--- config.mk ---
export PLATFORM = sky130hd
export DESIGN_NAME = overlay_mac_job_sequencer
export DESIGN_NICKNAME = d
export VERILOG_FILES = /design/src/rtl/overlay_mac_job_sequencer.sv
export SDC_FILE = /design/constraint.sdc
export NUM_CORES = 1
export LEC_CHECK = 0
export ABC_AREA = 0
export BUFFER_PORTS_ARGS = -buffer_cell sky130_fd_sc_hd__buf_2
export CELL_PAD_IN_SITES_DETAIL_PLACEMENT = 1
export CELL_PAD_IN_SITES_GLOBAL_PLACEMENT = 2
export CORE_MARGIN = 4
export CORE_UTILIZATION = 26
export DETAILED_ROUTE_END_ITERATION = 10
export PLACE_DENSITY = 0.77
export REMOVE_ABC_BUFFERS = 1
export SYNTH_ARGS = -nofsm -noshare
export SYNTH_HDL_FRONTEND = slang
export SYNTH_SLANG_ARGS = --single-unit
--- constraint.sdc ---
create_clock -name clk -period 2.8 [get_ports clk]
set_input_delay 0.28 -clock clk [delete_from_list [all_inputs] [get_ports clk]]
set_output_delay 0.28 -clock clk [all_outputs]
set_load 0.005 [all_outputs]
--- src/rtl/overlay_mac_job_sequencer.sv ---
// overlay_mac_job_sequencer
//
// Feeds dot-product / accumulate jobs into one Overlay C2x2 F1 16x16 MAC.
// A job config (SIMD mode, operand signs, beat count, 32-bit bias) is
// latched. The operand pairs are then streamed into the MAC a/b ports.
// The MAC accumulator input (result_2) selects the bias when the job's
// first product reaches the ALU stage. At every other time it selects the
// fed-back S_reg. When the last beat has drained, the final S_reg and the
// SIMD carries are returned on a valid/ready result port.
//
// Ports:
//   clk, reset          clock, synchronous active-high reset
//   job_*               job config handshake (mode, signs, len, bias)
//   op_*                operand pair stream handshake
//   mac_mode/a/b/signs  registered drive to the MAC operand ports
//   mac_result_2        accumulator input to the MAC (bias or S_reg)
//   mac_cin             MAC carry-in, tied to 0
//   mac_s, mac_carry    MAC S_reg and SIMD carry-out feedback
//   res_*               result handshake (final accumulator + carries)
module overlay_mac_job_sequencer #(
    parameter int MULT_LAT = 2,
    parameter int LEN_W    = 16
) (
    input  logic             clk,
    input  logic             reset,
    input  logic             job_valid,
    output logic             job_ready,
    input  logic [1:0]       job_mode,
    input  logic             job_a_sign,
    input  logic             job_b_sign,
    input  logic [LEN_W-1:0] job_len,
    input  logic [31:0]      job_bias,
    input  logic             op_valid,
    output logic             op_ready,
    input  logic [31:0]      op_a,
    input  logic [31:0]      op_b,
    output logic [1:0]       mac_mode,
    output logic [31:0]      mac_a,
    output logic [31:0]      mac_b,
    output logic             mac_a_sign,
    output logic             mac_b_sign,
    output logic [31:0]      mac_result_2,
    output logic             mac_cin,
    input  logic [31:0]      mac_s,
    input  logic [3:0]       mac_carry,
    output logic             res_valid,
    input  logic             res_ready,
    output logic [31:0]      res_data,
    output logic [3:0]       res_carry
);

    typedef enum logic [1:0] {IDLE, RUN, DRAIN, DONE} state_t;

    // The first-beat marker travels alongside the operand through the
    // register stage, the multiplier stages and the ALU input stage.
    localparam int FB_LEN  = MULT_LAT + 2;
    localparam int DRAIN_W = $clog2(MULT_LAT + 3) + 1;

    state_t             state;
    logic [LEN_W-1:0]   beat_cnt;
    logic [DRAIN_W-1:0] drain_cnt;
    logic               first_pend;
    logic [FB_LEN-1:0]  first_p;
    logic [31:0]        bias;
    logic               job_hs;
    logic               op_hs;

    assign job_hs  = job_valid & job_ready;
    assign op_hs   = op_valid & op_ready;
    assign mac_cin = 1'b0;

    // The job's first product is seeded with the bias. Every later
    // product, and every zero-product bubble, adds onto S_reg.
    assign mac_result_2 = first_p[FB_LEN-1] ? bias : mac_s;

    always_ff @(posedge clk) begin
        if (reset) begin
            state      <= IDLE;
            job_ready  <= 1'b0;
            op_ready   <= 1'b0;
            beat_cnt   <= '0;
            drain_cnt  <= '0;
            first_pend <= 1'b0;
            first_p    <= '0;
            bias       <= '0;
            mac_mode   <= '0;
            mac_a      <= '0;
            mac_b      <= '0;
            mac_a_sign <= 1'b0;
            mac_b_sign <= 1'b0;
            res_valid  <= 1'b0;
            res_data   <= '0;
            res_carry  <= '0;
        end else begin
            // Operand register stage: a cycle without a handshake
            // injects a zero-product bubble.
            first_p <= {first_p[FB_LEN-2:0], op_hs & first_pend};
            mac_a   <= op_hs ? op_a : 32'd0;
            mac_b   <= op_hs ? op_b : 32'd0;

            case (state)
                IDLE: begin
                    if (job_hs) begin
                        job_ready  <= 1'b0;
                        mac_mode   <= job_mode;
                        mac_a_sign <= job_a_sign;
                        mac_b_sign <= job_b_sign;
                        bias       <= job_bias;
                        beat_cnt   <= job_len;
                        first_pend <= 1'b1;
                        if (job_len == '0) begin
                            // No beats: the result is the bias itself.
                            res_valid <= 1'b1;
                            res_data  <= job_bias;
                            res_carry <= '0;
                            state     <= DONE;
                        end else begin
                            op_ready <= 1'b1;
                            state    <= RUN;
                        end
                    end else begin
                        job_ready <= 1'b1;
                    end
                end
                RUN: begin
                    if (op_hs) begin
                        first_pend <= 1'b0;
                        beat_cnt   <= beat_cnt - LEN_W'(1);
                        if (beat_cnt == LEN_W'(1)) begin
                            op_ready  <= 1'b0;
                            drain_cnt <= '0;
                            state     <= DRAIN;
                        end
                    end
                end
                DRAIN: begin
                    // S_reg of the last beat is present on the cycle
                    // after MULT_LAT+2 full drain cycles.
                    if (drain_cnt == DRAIN_W'(MULT_LAT + 2)) begin
                        res_valid <= 1'b1;
                        res_data  <= mac_s;
                        res_carry <= mac_carry;
                        state     <= DONE;
                    end else begin
                        drain_cnt <= drain_cnt + DRAIN_W'(1);
                    end
                end
                DONE: begin
                    if (res_ready) begin
                        res_valid <= 1'b0;
                        job_ready <= 1'b1;
                        state     <= IDLE;
                    end
                end
                default: state <= IDLE;
            endcase
        end
    end

endmodule

==> results of run 1 <==
-- per-layer routing --
layer | up-vias | part of all wire [%] | GRT usage [%]
met5 | - | 0.081 | 0
met4 | 4 | 1.2 | 4.124
met1 | 3340 | 45 | 21.42
met3 | 23 | 7.9 | 5.947
li1 | 3414 | - | -
met2 | 252 | 46 | 28.24
-- layout by cell type (no fill, tap or decap), types with 32 or more instances in the layout --
master and count:
nor2_1 60, nor2b_1 35, o22a_1 32, dfxtp_1 165
buf_2 294, a311oi_1 32, nand2_1 126, inv_1 40
and2_1 68, o21ai_0 39, a21oi_1 57
-- metrics by stage --
stage / worst slack, ns / area, sq um / utilization (%)
floorplan: -0.8609 / 6820 / -
global placement: 0.4278 / 8906 / 33.23
detailed placement: 0.3183 / 8906 / 33.23
CTS: 0.3121 / 9529 / 35.56
global route: 0.09831 / 9529 / 35.56
finish: 0.2993 / 9529 / 35.56
-- cells in the mapped netlist, types with 2 or more instances --
library cell | n | share of area, %
dfxtp_1 | 166 | 47
nand2_1 | 126 | 6.7
and2_1 | 68 | 6.0
nor2_1 | 62 | 3.3
a21oi_1 | 57 | 4.0
clkbuf_1 | 43 | 2.3
inv_1 | 40 | 2.1
o21ai_0 | 39 | 2.8
nor2b_1 | 35 | 3.1
a311oi_1 | 32 | 4.0
o22a_1 | 32 | 4.0
nor3_1 | 16 | 1.1
nor4_1 | 12 | 1.1
buf_2 | 9 | 0.64
ha_1 | 8 | 1.4
nand3_1 | 7 | 0.50
buf_1 | 6 | 0.32
or3_1 | 5 | 0.44
a211oi_1 | 4 | 0.43
a22o_1 | 4 | 0.50
a31oi_1 | 4 | 0.35
a32oi_1 | 3 | 0.37
nor3b_1 | 3 | 0.32
o22ai_1 | 3 | 0.27
o31ai_1 | 3 | 0.32
a2bb2oi_1 | 2 | 0.25
a32o_1 | 2 | 0.28
nand3b_1 | 2 | 0.21
nand4_1 | 2 | 0.18
nor4_4 | 2 | 0.60
o31a_1 | 2 | 0.25
o32ai_1 | 2 | 0.25
-- critical path, stage by stage, from the launching register on --
cell	delay (ns)
dfxtp_1	0.35
inv_1	0.10
ha_1	0.33
buf_4	0.41
clkinv_1	0.56
o31a_1	0.45
o32ai_1	0.20
-- layout make-up --
| cell class | instances | area (sq um) |
|---|---|---|
| well taps | 341 | 426.7 |
| flip-flops and latches | 166 | 3324 |
| clock buffers | 17 | 425.4 |
| inverters | 41 | 153.9 |
| clock inverters | 15 | 197.7 |
| repair buffers | 310 | 1617 |
| multi-input cells | 565 | 3385 |
| fillers | 3268 | 17270 |
-- worst max path at each step --
stage,slack (ns),cells past startpoint,to,from
CTS,0.31,6,beat_cnt[14],state[1]
global placement,0.43,6,beat_cnt[14],state[1]
floorplan,-0.86,6,res_carry[0],state[0]
finish,0.30,6,beat_cnt[14],state[1]
global route,0.1,7,beat_cnt[7],state[1]
detailed placement,0.32,6,beat_cnt[14],state[1]
-- kinds of logic (layout without fill, tap and decap cells) --
| family | count (synthesis) | count (layout) | synth area share, % |
|---|---|---|---|
| xor gates and xnor gates | 1 | 1 | 0.1241 |
| DFF | 166 | 166 | 47.09 |
| other | 1 | 1 | 0.05314 |
| muxes | 2 | 2 | 0.3014 |
| AOI/OAI and AO/OA | 206 | 206 | 20.76 |
| adders and majority gates | 8 | 8 | 1.418 |
| and+or+nand+nor | 347 | 347 | 24.72 |
| buffers and inverters | 100 | 383 | 5.532 |
-- power by group --
| part | internal [mW] | switching [mW] |
|---|---|---|
| sequential | 2.61 | 0.243 |
| clock | 1.23 | 1.22 |
| combinational | 0.971 | 1.57 |
| total | 4.81 | 3.03 |
-- registers in the layout, summed over array words and instances, names as in the netlist --
register,cells
mac_b_sign,1
res_valid,1
op_ready,1
bias,32
mac_b,32
res_carry,4
first_pend,1
mac_a_sign,1
mac_a,32
state,2
drain_cnt,4
beat_cnt,16
first_p,4
mac_mode,2
res_data,32
job_ready,1
==> reports/qor.yml, run 1 <==
power_mw: 7.849
slew_headroom_pct: 22.75
ctsHoldBuffers: 0
worst-path-max-fanout: 33
setup_viol: 0
hold_depth: 2
cts_buffers: 17
p_leak_nw: 4.387
dp.cells: 1423
grtUsageTotal_pct: 17.05
final_cells: 1455
period_minus_slack_ns: 2.501
first_global_vias: 7300
dieWidth_um: 172.7
timing.final.crit_share_pct: 89.31
hold_path_class: "in -> reg"
gp_congestion: 0.8022
drt_wl_total_mm: 26.07
ant_nets: 0
hp-start: "op_b[18]"
crit_path_end_kind: "register"
io_buffers: 295
clk_latency_ns: 0.43
start_kind: "register"
cts_resized: 0
r2r_end: "beat_cnt[14]"
cts-htree-levels: 4
grt_pass1_wl_mm: 41.21
hpwl_mm: 18.84
drc: 0
rows: 60
clock_path_buffers: 2
wl_per_cell_um: 17.92
boundaryPins: 297
vdd_drop_max_mv: 0.3897
synth_edf_count: 0
first_pass_iters: 4
synth_area_sq_um: 7057
worstMarginPinSlew_ns: 1.156
die_h_um: 172.7
synthToLayoutAreaGrowth_pct: 35.04
required_ns: 3.13
worstHoldEndpoint: "mac_b[18]"
cts.sink_count: 166
arrival_ns: 2.83
nNetsFinal: 1266
overflow: 0
syn_avg_cell_area_sq_um: 8.492
viasPerCell: 4.834
core_area_sq_um: 26800
n_antenna_cell: 0
drive_above_1_share_pct: 32.32
worstSetupPathType: "reg -> reg"
synth_warnings: 0
slew_violations: 0
die_area_sq_um: 29840
ys_seq_area_share_pct: 47.09
start_util_pct: 26.33
r2r_slack_ns: 0.30
drt_iter0_markers: 403
ys_ff_latch: 166
finalHoldViolations: 0
cts_setup_buffers: 0
hold-worst-slack_ns: 0.03771
setup_total_negative_slack_ns: 0
maxCapViolCount: 0
async_flop_share_pct: 0
clkTransAtPathRegs_ns: 0.08
power_density_nw_per_um2: 823.7
synth_flop_cell: "dfxtp_1"
ctsRootBufferMaster: "clkbuf_16"
fmax_ghz: 0.3999
status: "completed"
synth.distinct_cells: 62
rsz0062_at_grt: "no"
skew_ns: 0.01779
antenna_found_initial: 2
synth_cells: 831
regToRegStartpoint: "state[1]"
worst_r2r_path_depth: 6
num_vias: 7033
grt_max_degree: 66
cts_tree: "yes"
(Power assumes the default switching activity.)
==> run 2: changes to the inputs <==
--- a/config.mk
+++ b/config.mk
@@ -7,12 +7,12 @@
 export LEC_CHECK = 0
 export ABC_AREA = 0
 export BUFFER_PORTS_ARGS = -buffer_cell sky130_fd_sc_hd__buf_2
-export CELL_PAD_IN_SITES_DETAIL_PLACEMENT = 1
-export CELL_PAD_IN_SITES_GLOBAL_PLACEMENT = 2
+export CELL_PAD_IN_SITES_DETAIL_PLACEMENT = 0
+export CELL_PAD_IN_SITES_GLOBAL_PLACEMENT = 1
 export CORE_MARGIN = 4
-export CORE_UTILIZATION = 26
+export CORE_UTILIZATION = 34
 export DETAILED_ROUTE_END_ITERATION = 10
-export PLACE_DENSITY = 0.77
+export PLACE_DENSITY = 0.79
 export REMOVE_ABC_BUFFERS = 1
 export SYNTH_ARGS = -nofsm -noshare
 export SYNTH_HDL_FRONTEND = slang
==> run 2 against run 1 <==
  * Clock-buffer cell count unchanged
  * Sequential power is essentially flat
  * Sequential share of layout area rose by 0.50 points
  * Via count decreased by 3.7%
  * Register-to-register slack improved by 0.17 ns
  * Global-route usage is 1.5 points higher
  * Critical endpoint unchanged
==> reports/qor.yml, run 2 (synthesized netlist as in run 1, its figures left out) <==
start_util_pct: 34.76
cts-htree-levels: 4
hold-worst-slack_ns: 0.05182
wl_per_cell_um: 16.11
period_minus_slack_ns: 2.332
drt_iter0_markers: 298
timing.final.crit_share_pct: 83.28
hpwl_mm: 16.41
overflow: 0
skew_ns: 0.009649
die_h_um: 152.1
worstSetupPathType: "reg -> reg"
setup_viol: 0
cts_tree: "yes"
grtUsageTotal_pct: 18.53
core_area_sq_um: 20300
cp_num_buf_inv: 3
layout_common_cells: "294 x buf_2, 165 x dfxtp_1, 126 x nand2_1"
cts_buffers: 17
rsz0062_at_grt: "no"
p_leak_nw: 4.368
ctsRootBufferMaster: "clkbuf_16"
start_kind: "register"
viasPerCell: 4.899
drt_wl_total_mm: 22.29
maxCapViolCount: 0
io_buffers: 295
cts_resized: 0
nNetsFinal: 1264
gp_congestion: 0.8303
dieWidth_um: 152.1
slew_headroom_pct: 32.51
cts.sink_count: 166
first_pass_iters: 5
status: "completed"
drive_above_1_share_pct: 32.19
vdd_drop_max_mv: 0.4393
arrival_ns: 2.66
ant_nets: 0
boundaryPins: 297
clkTransAtPathRegs_ns: 0.08
crit_path_end_kind: "register"
slew_violations: 0
cts_setup_buffers: 0
worst-path-max-fanout: 18
post-route-util_pct: 46.28
clk_latency_ns: 0.42
fmax_ghz: 0.4288
clock_path_buffers: 2
power_density_nw_per_um2: 810.8
final_common_cell: "buf_2"
drc: 0
num_vias: 6776
critPathMaxStageDelay_ns: 0.46
rows: 52
ctsHoldBuffers: 0
grt_pass1_wl_mm: 34.90
antenna_found_initial: 3
synthToLayoutAreaGrowth_pct: 33.14
crit_chain: "inv_1 > ha_1 > buf_4 > clkinv_1 > o31a_1 > o32ai_1"
finalHoldViolations: 0
required_ns: 3.13
slowest_stage: "o31a_1"
worstMarginPinSlew_ns: 1.010
grt_max_degree: 66
first_global_vias: 6364
crit_family: "buffers and inverters"
hold_path_class: "in -> reg"
die_area_sq_um: 23120
## run 2: cell types whose count changed in the layout (fill, tap and decap cells not counted)
cell,delta
diode_2,+1
buf_4,-1
buf_12,-1
clkinv_4,+2
inv_12,-2
clkinv_8,-1
inv_8,+1
## run 2: layout make-up
type / instances / area [sq um]
inverters: 41 / 153.9
well taps: 270 / 337.8
flip-flops and latches: 166 / 3324
clock inverters: 15 / 177.7
fillers: 2046 / 10900
multi-input cells: 565 / 3385
repair buffers: 308 / 1589
clock buffers: 17 / 425.4
diodes: 1 / 2.502
## run 2: metal layers
layer / global-route usage (%) / routed length [um] / up-vias
met2: 31.01 / 10530 / 284
met4: 5.223 / 299 / 4
li1: - / - / 3413
met1: 22.30 / 9394 / 3054
met3: 7.053 / 2039 / 21
met5: 0 / 20 / -
## run 2: worst paths after layout
path	from	to	slack, ns	cells after the start
min reg2reg	first_p[1]	first_p[2]	0.44	1
max reg2reg	state[1]	beat_cnt[14]	0.47	6
max	state[1]	beat_cnt[14]	0.47	6
min	op_a[0]	mac_a[0]	0.05	2
## run 2: per-stage QoR
stage	TNS, ns	worst slack, ns	power, mW	instance area [sq um]	cells
finish	0	0.4681	7.617	9395	1383
CTS	0	0.4766	7.705	9393	1382
global placement	0	0.5937	5.304	8790	1350
detailed placement	0	0.5161	5.327	8790	1350
global route	0	0.2494	8.133	9395	1383
floorplan	-27.85	-0.8609	4.505	6820	772
## run 2: worst reg2reg max path, cell delays in order, from the launching register on
cell      delay, ns
dfxtp_1        0.34
inv_1          0.08
ha_1           0.44
buf_4          0.27
clkinv_1       0.44
o31a_1         0.46
o32ai_1        0.20
## run 2: power by group
part	internal, mW	total (mW)	switching [mW]
registers	2.61	2.85	0.235
clock network	1.21	2.35	1.14
logic	0.937	2.42	1.48
total	4.76	7.62	2.86
==> run 3: changes to the inputs <==
--- a/config.mk
+++ b/config.mk
@@ -5,14 +5,14 @@
 export SDC_FILE = /design/constraint.sdc
 export NUM_CORES = 1
 export LEC_CHECK = 0
-export ABC_AREA = 0
+export ABC_AREA = 1
 export BUFFER_PORTS_ARGS = -buffer_cell sky130_fd_sc_hd__buf_2
 export CELL_PAD_IN_SITES_DETAIL_PLACEMENT = 0
 export CELL_PAD_IN_SITES_GLOBAL_PLACEMENT = 1
 export CORE_MARGIN = 4
-export CORE_UTILIZATION = 34
+export CORE_UTILIZATION = 29
 export DETAILED_ROUTE_END_ITERATION = 10
-export PLACE_DENSITY = 0.79
+export PLACE_DENSITY = 0.74
 export REMOVE_ABC_BUFFERS = 1
 export SYNTH_ARGS = -nofsm -noshare
 export SYNTH_HDL_FRONTEND = slang
==> constraint.sdc (replaced) <==
create_clock -name clk -period 2 [get_ports clk]
set_input_delay 0.2 -clock clk [delete_from_list [all_inputs] [get_ports clk]]
set_output_delay 0.2 -clock clk [all_outputs]
set_load 0.005 [all_outputs]
==> run 3 against run 2 <==
  * Die area up 16%
  * Routed wire length up 8.7%
  * Clock skew up 0.0043 ns
  * Combinational power increased by 110%
  * Largest cell class is now flip-flops and latches
  * Largest power group is now combinational logic
==> reports/qor.yml, run 3 <==
status: "completed"
async_flop_share_pct: 0
r2r_slack_ns: 0.19
synth.distinct_cells: 30
internal_power_mw: 7.388
r2r_end: "res_data[15]"
first_pass_iters: 4
syn_avg_cell_area_sq_um: 6.914
core_area_sq_um: 23680
final_cells: 1700
setup_viol: 0
fill_cells: 2508
hpwl_mm: 17.10
rsz0062_at_grt: "no"
maxCapViolCount: 0
crit_chain: "inv_1 > ha_1 > buf_4 > nand2_1 > nand3_2 > buf_4 > nand2_1 > a21oi_1"
cts_buffers: 17
cts_tree: "yes"
worstMarginPinSlew_ns: 0.7619
slowest_stage: "buf_4"
synth_flop_cell: "dfxtp_1"
power_frac_comb_pct: 40.7
setup_total_negative_slack_ns: 0
die_area_sq_um: 26850
drive_above_1_share_pct: 26.86
fin_ws_ns: 0.1892
required_ns: 2.34
vdd_drop_max_mv: 0.6755
synth_area_sq_um: 7046
clkTransAtPathRegs_ns: 0.08
layout_common_cells: "295 x buf_2, 249 x nand2_1, 165 x dfxtp_1"
grt_pass1_wl_mm: 38.66
power_density_nw_per_um2: 1233
worst_r2r_path_depth: 8
clk_latency_ns: 0.43
first_global_vias: 7572
grt_max_degree: 64
placement.setup.worst_slack_ns: 0.07405
viasPerCell: 4.408
cts_setup_buffers: 0
fmax_ghz: 0.5523
yosysTopAreaCell: "dfxtp_1"
ys_ff_latch: 166
cts.sink_count: 166
dieWidth_um: 163.9
ys_seq_area_share_pct: 47.17
arrival_ns: 2.15
crit_path_end_kind: "register"
slew_headroom_pct: 49.21
boundaryPins: 297
hold_depth: 3
switching_share_pct: 41.58
clock_path_buffers: 2
regToRegStartpoint: "state[0]"
n_antenna_cell: 0
rows: 56
ys_top_cells_by_count: "249 x nand2_1, 166 x dfxtp_1, 155 x nor2_1"
synth_warnings: 0
timing.final.crit_share_pct: 90.54
nNetsFinal: 1533
grtUsageTotal_pct: 17.94
overflow: 0
ctsRootBufferMaster: "clkbuf_16"
placed_area_sq_um: 8969
p_sw_mw: 5.258
num_vias: 7494
worstSetupPathType: "reg -> reg"
dp.cells: 1603
gp_congestion: 0.7898
hp-start: "job_a_sign"
drc: 0
cts-htree-levels: 4
hold_path_class: "in -> reg"
finalHoldViolations: 0
final_common_cell: "buf_2"
pwr-share-seq_pct: 32.6
drt_wl_total_mm: 24.22
clkPwrFrac_pct: 26.7
io_buffers: 295
design_area_sq_um: 10250
yosys-top-cells-area: "dfxtp_1 47%, nand2_1 13%, a21oi_1 9.0%, nor2_1 8.3%, inv_1 6.6%"
synth_edf_count: 0
ant_nets: 0
synth_top_cell_area_share_pct: 47.17
period_minus_slack_ns: 1.811
synthToLayoutAreaGrowth_pct: 45.53
p_leak_nw: 5.157
wl_per_cell_um: 14.25
worst-path-max-fanout: 36
die_h_um: 163.9
critPathMaxStageDelay_ns: 0.37
skew_ns: 0.01398
synth_most_common_cell: "nand2_1"
start_util_pct: 29.75
antenna_found_initial: 0
synth_cells: 1019
start_kind: "register"
worstHoldEndpoint: "mac_a_sign"
drt_iter0_markers: 300
slew_violations: 0
run 3: changes by cell type after synthesis, sizes merged, moves of 15 or more:
cell,before,now
nand2,126,250
nor2,62,155
inv,40,128
a21oi,57,129
and2,68,0
nand4,2,42
nor2b,35,0
a311oi,32,0
o22a,32,0
buf,16,31
nor3,17,2
nor4,15,0
run 3: worst max-delay path, delay by kind of cell (launching register included):
family | cells | cell delay [ns]
buffers and inverters | 3 | 0.65
DFF | 1 | 0.33
and+or+nand+nor | 3 | 0.30
AOI/OAI and AO/OA | 1 | 0.14
adders and majority gates | 1 | 0.29
run 3: final cells by class:
class | instances | area, sq um | area share, %
clock inverter | 15 | 197.7 | 1.928
timing repair buffer | 391 | 2446 | 23.86
multi-input combinational | 663 | 2977 | 29.03
clock buffer | 17 | 425.4 | 4.149
sequential | 166 | 3324 | 32.42
tap | 319 | 399.1 | 3.893
inverter | 129 | 484.2 | 4.722
run 3: worst max path at each step:
stage | startpoint | endpoint | slack (ns) | depth (start not counted)
finish | state[0] | res_data[15] | 0.19 | 8
global route | state[1] | beat_cnt[10] | 0.003 | 9
CTS | state[0] | state[0] | 0.06 | 10
detailed placement | state[0] | state[0] | 0.07 | 10
global placement | state[0] | state[1] | 0.17 | 10
floorplan | state[0] | res_carry[0] | -1.07 | 7
run 3: stage by stage:
stage,util (%),hold WS (ns),total power [mW]
floorplan,-,0.2691,7.168
global placement,37.87,0.3995,9.187
detailed placement,37.87,0.3950,9.216
CTS,43.25,0.008191,12.76
global route,43.30,0.01213,13.68
finish,43.30,0.02964,12.65
run 3: cell families (layout without fill, tap and decap cells):
logic type	after synthesis	after routing	share of synthesized area (%)
AO/OA/AOI/OAI	184	184	13.44
buffers and inverters	190	552	10.76
flip-flops	166	166	47.17
AND/OR/NAND/NOR	469	469	27.03
XOR/XNOR	1	1	0.1243
adder cells (fa/ha/maj)	8	8	1.421
other	1	1	0.05323
run 3: what timing repair did:
action | 4_1_cts | 5_1_grt
endpoints found under the setup margin | 0 | 5
gates resized for setup | 0 | 3
hold buffers | 65 | 0
endpoints found under the hold margin | 65 | 0
run 3: power by group through the flow:
stage                     combinational (mW)  clock (mW)  sequential (mW)
after floorplan                         3.00           0             4.16
after detailed placement                5.02           0             4.19
final                                   5.14        3.38             4.12
after global routing                    5.85        3.64             4.19
after global placement                  5.00           0             4.18
after CTS                               5.13        3.50             4.12
run 3: layer usage:
layer | routed length [um] | part of all wire, % | vias up | GRT usage (%)
li1 | - | - | 3889 | -
met1 | 10070 | 42 | 3378 | 20.89
met2 | 12140 | 50 | 193 | 31.75
met3 | 1466 | 6.1 | 34 | 5.245
met4 | 539 | 2.2 | 0 | 5.604
met5 | 0 | 0 | - | 0
